**src/rtl/seq_multiplier_param_pkg.sv**
```systemverilog
`default_nettype none
// ============================================================================
//  Module      : seq_multiplier_param_pkg
//  Description : Shared types and constants for the sequential shift-add
//                multiplier: controller state encoding, common literals and
//                a constant-evaluable ceil(log2) used to size the counter.
//  Revision    : 1.0 - initial release
// ============================================================================
package seq_multiplier_param_pkg;

    typedef enum logic [1:0] {
        IDLE = 2'd0,
        RUN  = 2'd1,
        FIX  = 2'd2,
        DONE = 2'd3
    } mult_state_e;

    localparam int   ONE      = 1;
    localparam int   ZERO     = 0;
    localparam logic BIT_ZERO = 1'b0;
    localparam logic BIT_ONE  = 1'b1;

    // ceil(log2(value)); callers guarantee value >= 2 so the result is >= 1.
    function automatic int clog2(input int value);
        int result;
        result = 0;
        for (int i = 0; i < 32; i++) begin
            if ((1 << i) < value) begin
                result = i + 1;
            end
        end
        return result;
    endfunction

endpackage
`default_nettype wire

```
**src/rtl/seq_mult_sign_unit.sv**
```systemverilog
`default_nettype none
// ============================================================================
//  Module      : seq_mult_sign_unit
//  Description : Combinational sign handling for the sequential multiplier.
//                Converts operands to magnitudes, derives the result sign,
//                and applies the final conditional 2*DW-bit negation.
//  Ports       : is_signed - operands are 2's complement
//                op_a/op_b - raw operands (DW bits)
//                acc       - unsigned magnitude product (2*DW bits)
//                neg_in    - latched result sign used for final negation
//                mag_a/b   - operand magnitudes (DW bits, unsigned)
//                neg       - sign of the product for the current operands
//                result    - acc, or -acc when neg_in is set
//  Revision    : 1.0 - initial release
// ============================================================================
module seq_mult_sign_unit #(
    parameter int DW = 16
) (
    input  logic            is_signed,
    input  logic [DW-1:0]   op_a,
    input  logic [DW-1:0]   op_b,
    input  logic [2*DW-1:0] acc,
    input  logic            neg_in,
    output logic [DW-1:0]   mag_a,
    output logic [DW-1:0]   mag_b,
    output logic            neg,
    output logic [2*DW-1:0] result
);
    import seq_multiplier_param_pkg::*;

    logic w_a_neg;
    logic w_b_neg;

    assign w_a_neg = (is_signed == BIT_ONE) && op_a[DW-1];
    assign w_b_neg = (is_signed == BIT_ONE) && op_b[DW-1];

    // -2^(DW-1) negates to itself in DW bits, which read unsigned is exactly
    // its magnitude, so no special case is required.
    assign mag_a  = w_a_neg ? -op_a : op_a;
    assign mag_b  = w_b_neg ? -op_b : op_b;
    assign neg    = w_a_neg ^ w_b_neg;
    assign result = neg_in ? -acc : acc;

endmodule
`default_nettype wire

```
**src/rtl/seq_multiplier_param.sv**
```systemverilog
`default_nettype none
// ============================================================================
//  Module      : seq_multiplier_param
//  Description : Parametrised shift-add multiplier with start/busy/done
//                handshake, runtime signed/unsigned mode and optional early
//                termination once the remaining multiplier bits are zero.
//  Ports       : clk        - clock, rising edge
//                rst        - asynchronous reset, active low
//                start      - begin an operation (accepted in IDLE/DONE)
//                clr        - synchronous abort/clear, wins over start
//                is_signed  - operands are 2's complement (sampled on start)
//                op_a       - multiplicand (sampled on start)
//                op_b       - multiplier (sampled on start)
//                busy       - high while iterating or applying the sign
//                done       - level, high until next accepted start or clr
//                product    - last result, updated only when finishing
//  Revision    : 1.0 - initial release
// ============================================================================
module seq_multiplier_param #(
    parameter int DW         = 16,
    parameter int EARLY_EXIT = 0
) (
    input  logic            clk,
    input  logic            rst,
    input  logic            start,
    input  logic            clr,
    input  logic            is_signed,
    input  logic [DW-1:0]   op_a,
    input  logic [DW-1:0]   op_b,
    output logic            busy,
    output logic            done,
    output logic [2*DW-1:0] product
);
    import seq_multiplier_param_pkg::*;

    localparam int            CW         = clog2(DW);
    localparam logic [CW-1:0] c_CNT_LAST = CW'(DW - 1);

    mult_state_e     r_state;
    mult_state_e     w_state_next;

    logic [2*DW-1:0] r_mcand;
    logic [DW-1:0]   r_mplier;
    logic [2*DW-1:0] r_acc;
    logic [CW-1:0]   r_cnt;
    logic            r_neg;
    logic [2*DW-1:0] r_product;

    logic            w_accept;
    logic            w_last;
    logic [DW-1:0]   w_mplier_shift;
    logic [DW-1:0]   w_mag_a;
    logic [DW-1:0]   w_mag_b;
    logic            w_neg;
    logic [2*DW-1:0] w_result;

    seq_mult_sign_unit #(
        .DW(DW)
    ) u_sign (
        .is_signed (is_signed),
        .op_a      (op_a),
        .op_b      (op_b),
        .acc       (r_acc),
        .neg_in    (r_neg),
        .mag_a     (w_mag_a),
        .mag_b     (w_mag_b),
        .neg       (w_neg),
        .result    (w_result)
    );

    assign w_mplier_shift = r_mplier >> 1;

    // ------------------------------------------------------------------
    // Controller: state register
    // ------------------------------------------------------------------
    always_ff @(posedge clk or negedge rst) begin
        if (!rst) begin
            r_state <= IDLE;
        end else begin
            r_state <= w_state_next;
        end
    end

    // ------------------------------------------------------------------
    // Controller: next state and status outputs
    // ------------------------------------------------------------------
    always_comb begin
        w_state_next = r_state;
        w_accept     = BIT_ZERO;
        w_last       = BIT_ZERO;
        busy         = BIT_ZERO;
        done         = BIT_ZERO;

        // The current iteration is the last one either by count or, with
        // early exit, when nothing but zeros is left to shift in.
        if ((r_cnt == c_CNT_LAST) ||
            ((EARLY_EXIT == ONE) && (w_mplier_shift == '0))) begin
            w_last = BIT_ONE;
        end

        case (r_state)
            IDLE: begin
                if (start && !clr) begin
                    w_accept     = BIT_ONE;
                    w_state_next = RUN;
                end
            end
            RUN: begin
                busy = BIT_ONE;
                if (w_last) begin
                    w_state_next = FIX;
                end
            end
            FIX: begin
                busy         = BIT_ONE;
                w_state_next = DONE;
            end
            DONE: begin
                done = BIT_ONE;
                if (start && !clr) begin
                    w_accept     = BIT_ONE;
                    w_state_next = RUN;
                end
            end
            default: begin
                w_state_next = IDLE;
            end
        endcase

        if (clr) begin
            w_state_next = IDLE;
        end
    end

    // ------------------------------------------------------------------
    // Datapath
    // ------------------------------------------------------------------
    always_ff @(posedge clk or negedge rst) begin
        if (!rst) begin
            r_mcand   <= '0;
            r_mplier  <= '0;
            r_acc     <= '0;
            r_cnt     <= '0;
            r_neg     <= BIT_ZERO;
            r_product <= '0;
        end else if (clr) begin
            r_mcand   <= '0;
            r_mplier  <= '0;
            r_acc     <= '0;
            r_cnt     <= '0;
            r_neg     <= BIT_ZERO;
            r_product <= '0;
        end else if (w_accept) begin
            r_mcand  <= {{DW{1'b0}}, w_mag_a};
            r_mplier <= w_mag_b;
            r_neg    <= w_neg;
            r_acc    <= '0;
            r_cnt    <= CW'(ZERO);
        end else if (r_state == RUN) begin
            if (r_mplier[0]) begin
                r_acc <= r_acc + r_mcand;
            end
            r_mcand  <= r_mcand << 1;
            r_mplier <= w_mplier_shift;
            r_cnt    <= r_cnt + CW'(ONE);
        end else if (r_state == FIX) begin
            r_product <= w_result;
        end
    end

    assign product = r_product;

endmodule
`default_nettype wire

```
**config.mk**
```make
export PLATFORM = sky130hd
export DESIGN_NAME = seq_multiplier_param
export DESIGN_NICKNAME = d
export VERILOG_FILES = /design/src/rtl/seq_multiplier_param_pkg.sv /design/src/rtl/seq_mult_sign_unit.sv /design/src/rtl/seq_multiplier_param.sv
export SDC_FILE = /design/constraint.sdc
export NUM_CORES = 1
export LEC_CHECK = 0
export BUFFER_PORTS_ARGS = -buffer_cell sky130_fd_sc_hd__buf_4
export CORE_MARGIN = 3
export CORE_UTILIZATION = 35
export CTS_BUF_LIST = sky130_fd_sc_hd__clkbuf_4 sky130_fd_sc_hd__clkbuf_8 sky130_fd_sc_hd__clkbuf_16
export DETAILED_ROUTE_END_ITERATION = 7
export PLACE_DENSITY = 0.62
export SYNTH_ARGS = -nofsm -noshare
export SYNTH_HDL_FRONTEND = slang
export SYNTH_SLANG_ARGS = --single-unit
```
**constraint.sdc**
```tcl
create_clock -name clk -period 2.7 [get_ports clk]
set_input_delay 0.405 -clock clk [delete_from_list [all_inputs] [get_ports clk]]
set_output_delay 0.405 -clock clk [all_outputs]
set_load 0.02 [all_outputs]
```
==> summary.md <==
| Metric | Value |
|---|---|
| GPL Wtd Cong | `slightly below 0.9` |
| Slowest stage delay, CP | `between 0.4 and 0.5 ns` |
| Tmin final | `approximately 2.8 ns` |
| Unrepaired setup endpoints after global routing | `yes` |
| Clock Sinks | `roughly 150` |
| I/O Pins | `approximately 70` |
| CP Launch Type | `flop` |
| Crit-path cells | `ha_2 -> inv_2 -> fa_2 -> nor2b_4 -> o31a_1 -> o31ai_4 -> a21boi_2 -> buf_4 -> o2111ai_2 -> a31oi_2 -> a221oi_2 -> or4_1 -> nand3_2` |
| Root Buffer | `clkbuf_16` |
| Pin count of the biggest net entering global routing | `70` |
| Max Clock Skew | `just over 0.008 ns` |
| Synth Area in Adders | `5.43%` |
| Syn Inst Count | `roughly 1100` |
| Hold WC Path Type | `in -> reg` |
| Placeable Area | `26100 sq um` |
| Clock Tree Buf Depth | `2` |
| Starting Density | `between 30 and 40%` |
| Worst Path Required | `3.06 ns` |
| Xor-xnor portion of the synthesized cell area | `8.99%` |
| H-tree depth | `4` |
| Fmax | `roughly 360 MHz` |
| Worst setup EP type | `flop` |
| EDFF count, synth | `0` |
| GR Layer Usage met1 | `22.4%` |
| CTS tree | `done` |
| PD cells | `between 600 and 700 nW/um^2` |
| Worst skew pair latency | `0.42 ns` |
| Hold path startpoint | `op_a[0]` |
| Met2 Use GR | `25.7%` |
| Synthesized area per cell | `8.82 sq um` |
| Die Area | `approximately 29000 sq um` |
| Die height | `around 170 microns` |
| Mapped Area | `between 9000 and 10000 sq um` |
| Tcrit/Tclk final | `103%` |
| Yosys cell types | `73` |
| Initial antenna violation count | `0` |
| Share of layout cells above drive strength 1 | `19.4%` |
| Max Cap Viol | `0` |
| Drt first pass iters | `4` |
| Ys Warns | `0` |
| Final Hold Viols | `0` |
| Final ANT Viol Nets | `0` |
| Crit Path Max Fanout | `2` |
| Least-Margin Pin Slew | `0.666 ns` |
| Most frequent cells in the layout | `buf_4, dfrtp_1, nand2_1, nor2_1, a21oi_1` |
| Design area | `around 12000 sq um` |
| Top delay family on crit path | `compound AO/OA/AOI/OAI gates` |
| Slew HR | `between 50% and 60%` |
| Layout area overhead | `23.9%` |
| Final Setup Violations | `2` |
| Drt first-iter violations | `about 470` |
| Synth Area in Compound Gates | `between 10% and 20%` |
| Simple-gate portion of the synthesized area | `20.3%` |
| Remaining Overflow, GRT | `0` |
| Detailed-route wire length | `~23000 microns` |
| Fill count | `around 2600` |
| CP arrival | `approximately 3.2 ns` |
| Die X | `around 170 microns` |
| Vias in the first global route | `around 7600` |
| Area after DPL | `about 11000 sq um` |
| Slowest CP cell | `or4_1` |
| Async S/R FF share, synth | `100%` |
| Run status | `finished with violations` |
| Worst vdd ir | `0.000459 V` |
| Total negative slack | `-0.130 ns` |
| DP HPWL | `16500 microns` |
| Num CTS Buffers | `17` |
| First-pass GRT wire length | `between 30000 and 40000 microns` |
| Top_reg_cell synth | `dfrtp_1` |
| GR Util met3 | `2.96%` |
| IO Port Bufs | `70` |
| Setup CP Type | `reg -> reg` |
| Drc violations | `0` |
| Total track usage | `between 10% and 20%` |
| Flops & latches, synth | `roughly 150` |
| Vias per cell | `between 5 and 6` |
| Mux cell area share after synthesis | `5.14%` |
| Max-slew violation count | `0` |
| DR WL/cell | `approximately 15 microns` |
| Routed vias | `approximately 7900` |
| Worst path bufs/invs | `2` |
| Rows | `59` |
| Largest family of logic cells by synthesized area | `simple AND/OR/NAND/NOR gates` |
| P_leak | `0.00526 uW` |
| Failing checks | `setup timing` |
| Final Worst Setup Slack | `-0.0901 ns` |
| Nets | `around 1300` |
| Pwr Total | `roughly 7300 uW` |
| Clock-pin transition on the worst setup and hold timing paths | `~0.060 ns` |
| Register area share after synthesis | `39.3%` |
| Net Count, Synth | `roughly 1100` |
| Setup crit start | `r_mcand[0]$_DFFE_PN0P_` |
| Antenna cell count | `0` |
| Worst r2r src | `r_mcand[0]$_DFFE_PN0P_` |
| Most used routing layer | `met2` |
==> final cells by class <==
type,instances,area [sq um],share of cell area (%)
Multi-Input combinational cell,843,5610,48.5
Timing Repair Buffer,150,1160,10.0
Clock inverter,12,180,1.56
Clock buffer,19,447,3.86
Sequential cell,147,3680,31.8
Tap cell,335,419,3.62
Inverter,22,82.6,0.713
==> state kept, by name, summed over array words and instances (netlist names) <==
| name | count |
|---|---|
| product | 32 |
| r_acc | 32 |
| r_cnt | 32 |
| r_mcand | 32 |
| r_mplier | 16 |
| r_state | 2 |
| r_neg | 1 |
==> worst paths after layout <==
| check | slack [ns] | to | cells past startpoint |
|---|---|---|---|
| min reg2reg | 0.48 | product[13]$_DFFE_PN0P_ | 2 |
| min in group asynchronous | 0.56 | product[25]$_DFFE_PN0P_ | 2 |
| max reg2reg | -0.09 | r_acc[30]$_DFFE_PN0P_ | 13 |
| min | 0.27 | r_mcand[0]$_DFFE_PN0P_ | 3 |
| max | -0.09 | r_acc[30]$_DFFE_PN0P_ | 13 |
| max in group asynchronous | 1.32 | r_cnt[28]$_DFFE_PN0P_ | 3 |
==> metal layers <==
metal  wire [microns]  vias to the layer above  part of all wire [%]
met1            11400                     3798                    50
met5                0                        -                     0
met3              843                       11                   3.7
li1                 -                     4017                     -
met2            10600                      122                    46
met4              133                        0                  0.58
==> power breakdown <==
group          internal, uW  leakage, uW  switching (uW)  total, uW
registers              2420      0.00202             205       2630
clock network          1580     0.000303             966       2550
logic                   917      0.00293            1250       2170
total                  4920      0.00526            2420       7350
==> Yosys cell counts, types with 11 or more instances <==
master | instances | share of area, %
mux2i_1 | 48 | 5.1
o21ai_0 | 55 | 2.9
xor2_1 | 60 | 5.6
or3_1 | 21 | 1.4
dfrtp_1 | 147 | 39
buf_1 | 11 | 0.44
a21o_1 | 14 | 1.1
a211oi_1 | 34 | 2.7
nor2_1 | 123 | 4.9
o21ai_1 | 19 | 1.0
a21oi_1 | 67 | 3.6
ha_1 | 39 | 5.2
nor3_1 | 20 | 1.1
xnor2_1 | 36 | 3.4
inv_1 | 22 | 0.88
clkbuf_1 | 31 | 1.2
nand2_1 | 128 | 5.1
nand3_1 | 33 | 1.8
nand4_1 | 12 | 0.80
==> through the flow <==
stage               hold WS, ns  util [%]  cells  setup slack, ns
floorplan                 0.109         -   1060           0.0724
global placement          0.456      40.9   1490           -0.173
detailed placement        0.460      40.9   1490           -0.191
CTS                       0.251      43.5   1522           -0.107
global route              0.267      44.3   1528           -0.203
finish                    0.267      44.3   1528          -0.0901
==> worst min-delay path, cell delays in order <==
cell	delay (ns)
buf_4	0.12
nand2_1	0.05
a21oi_1	0.06
==> repair_timing <==
action	4_1_cts	5_1_grt
pin swaps	12	19
endpoints found under the setup margin	4	19
setup buffers	1	6
hold buffers	1	0
gates resized for setup	8	28
hold endpoints to repair	6	0
==> logic make-up after synthesis <==
group,Yosys count
simple gates,405
flops,147
xor+xnor,96
fa+ha+maj,40
compound gates,254
mux,48
buf+inv,70
Power figures use the tool's default switching activity.
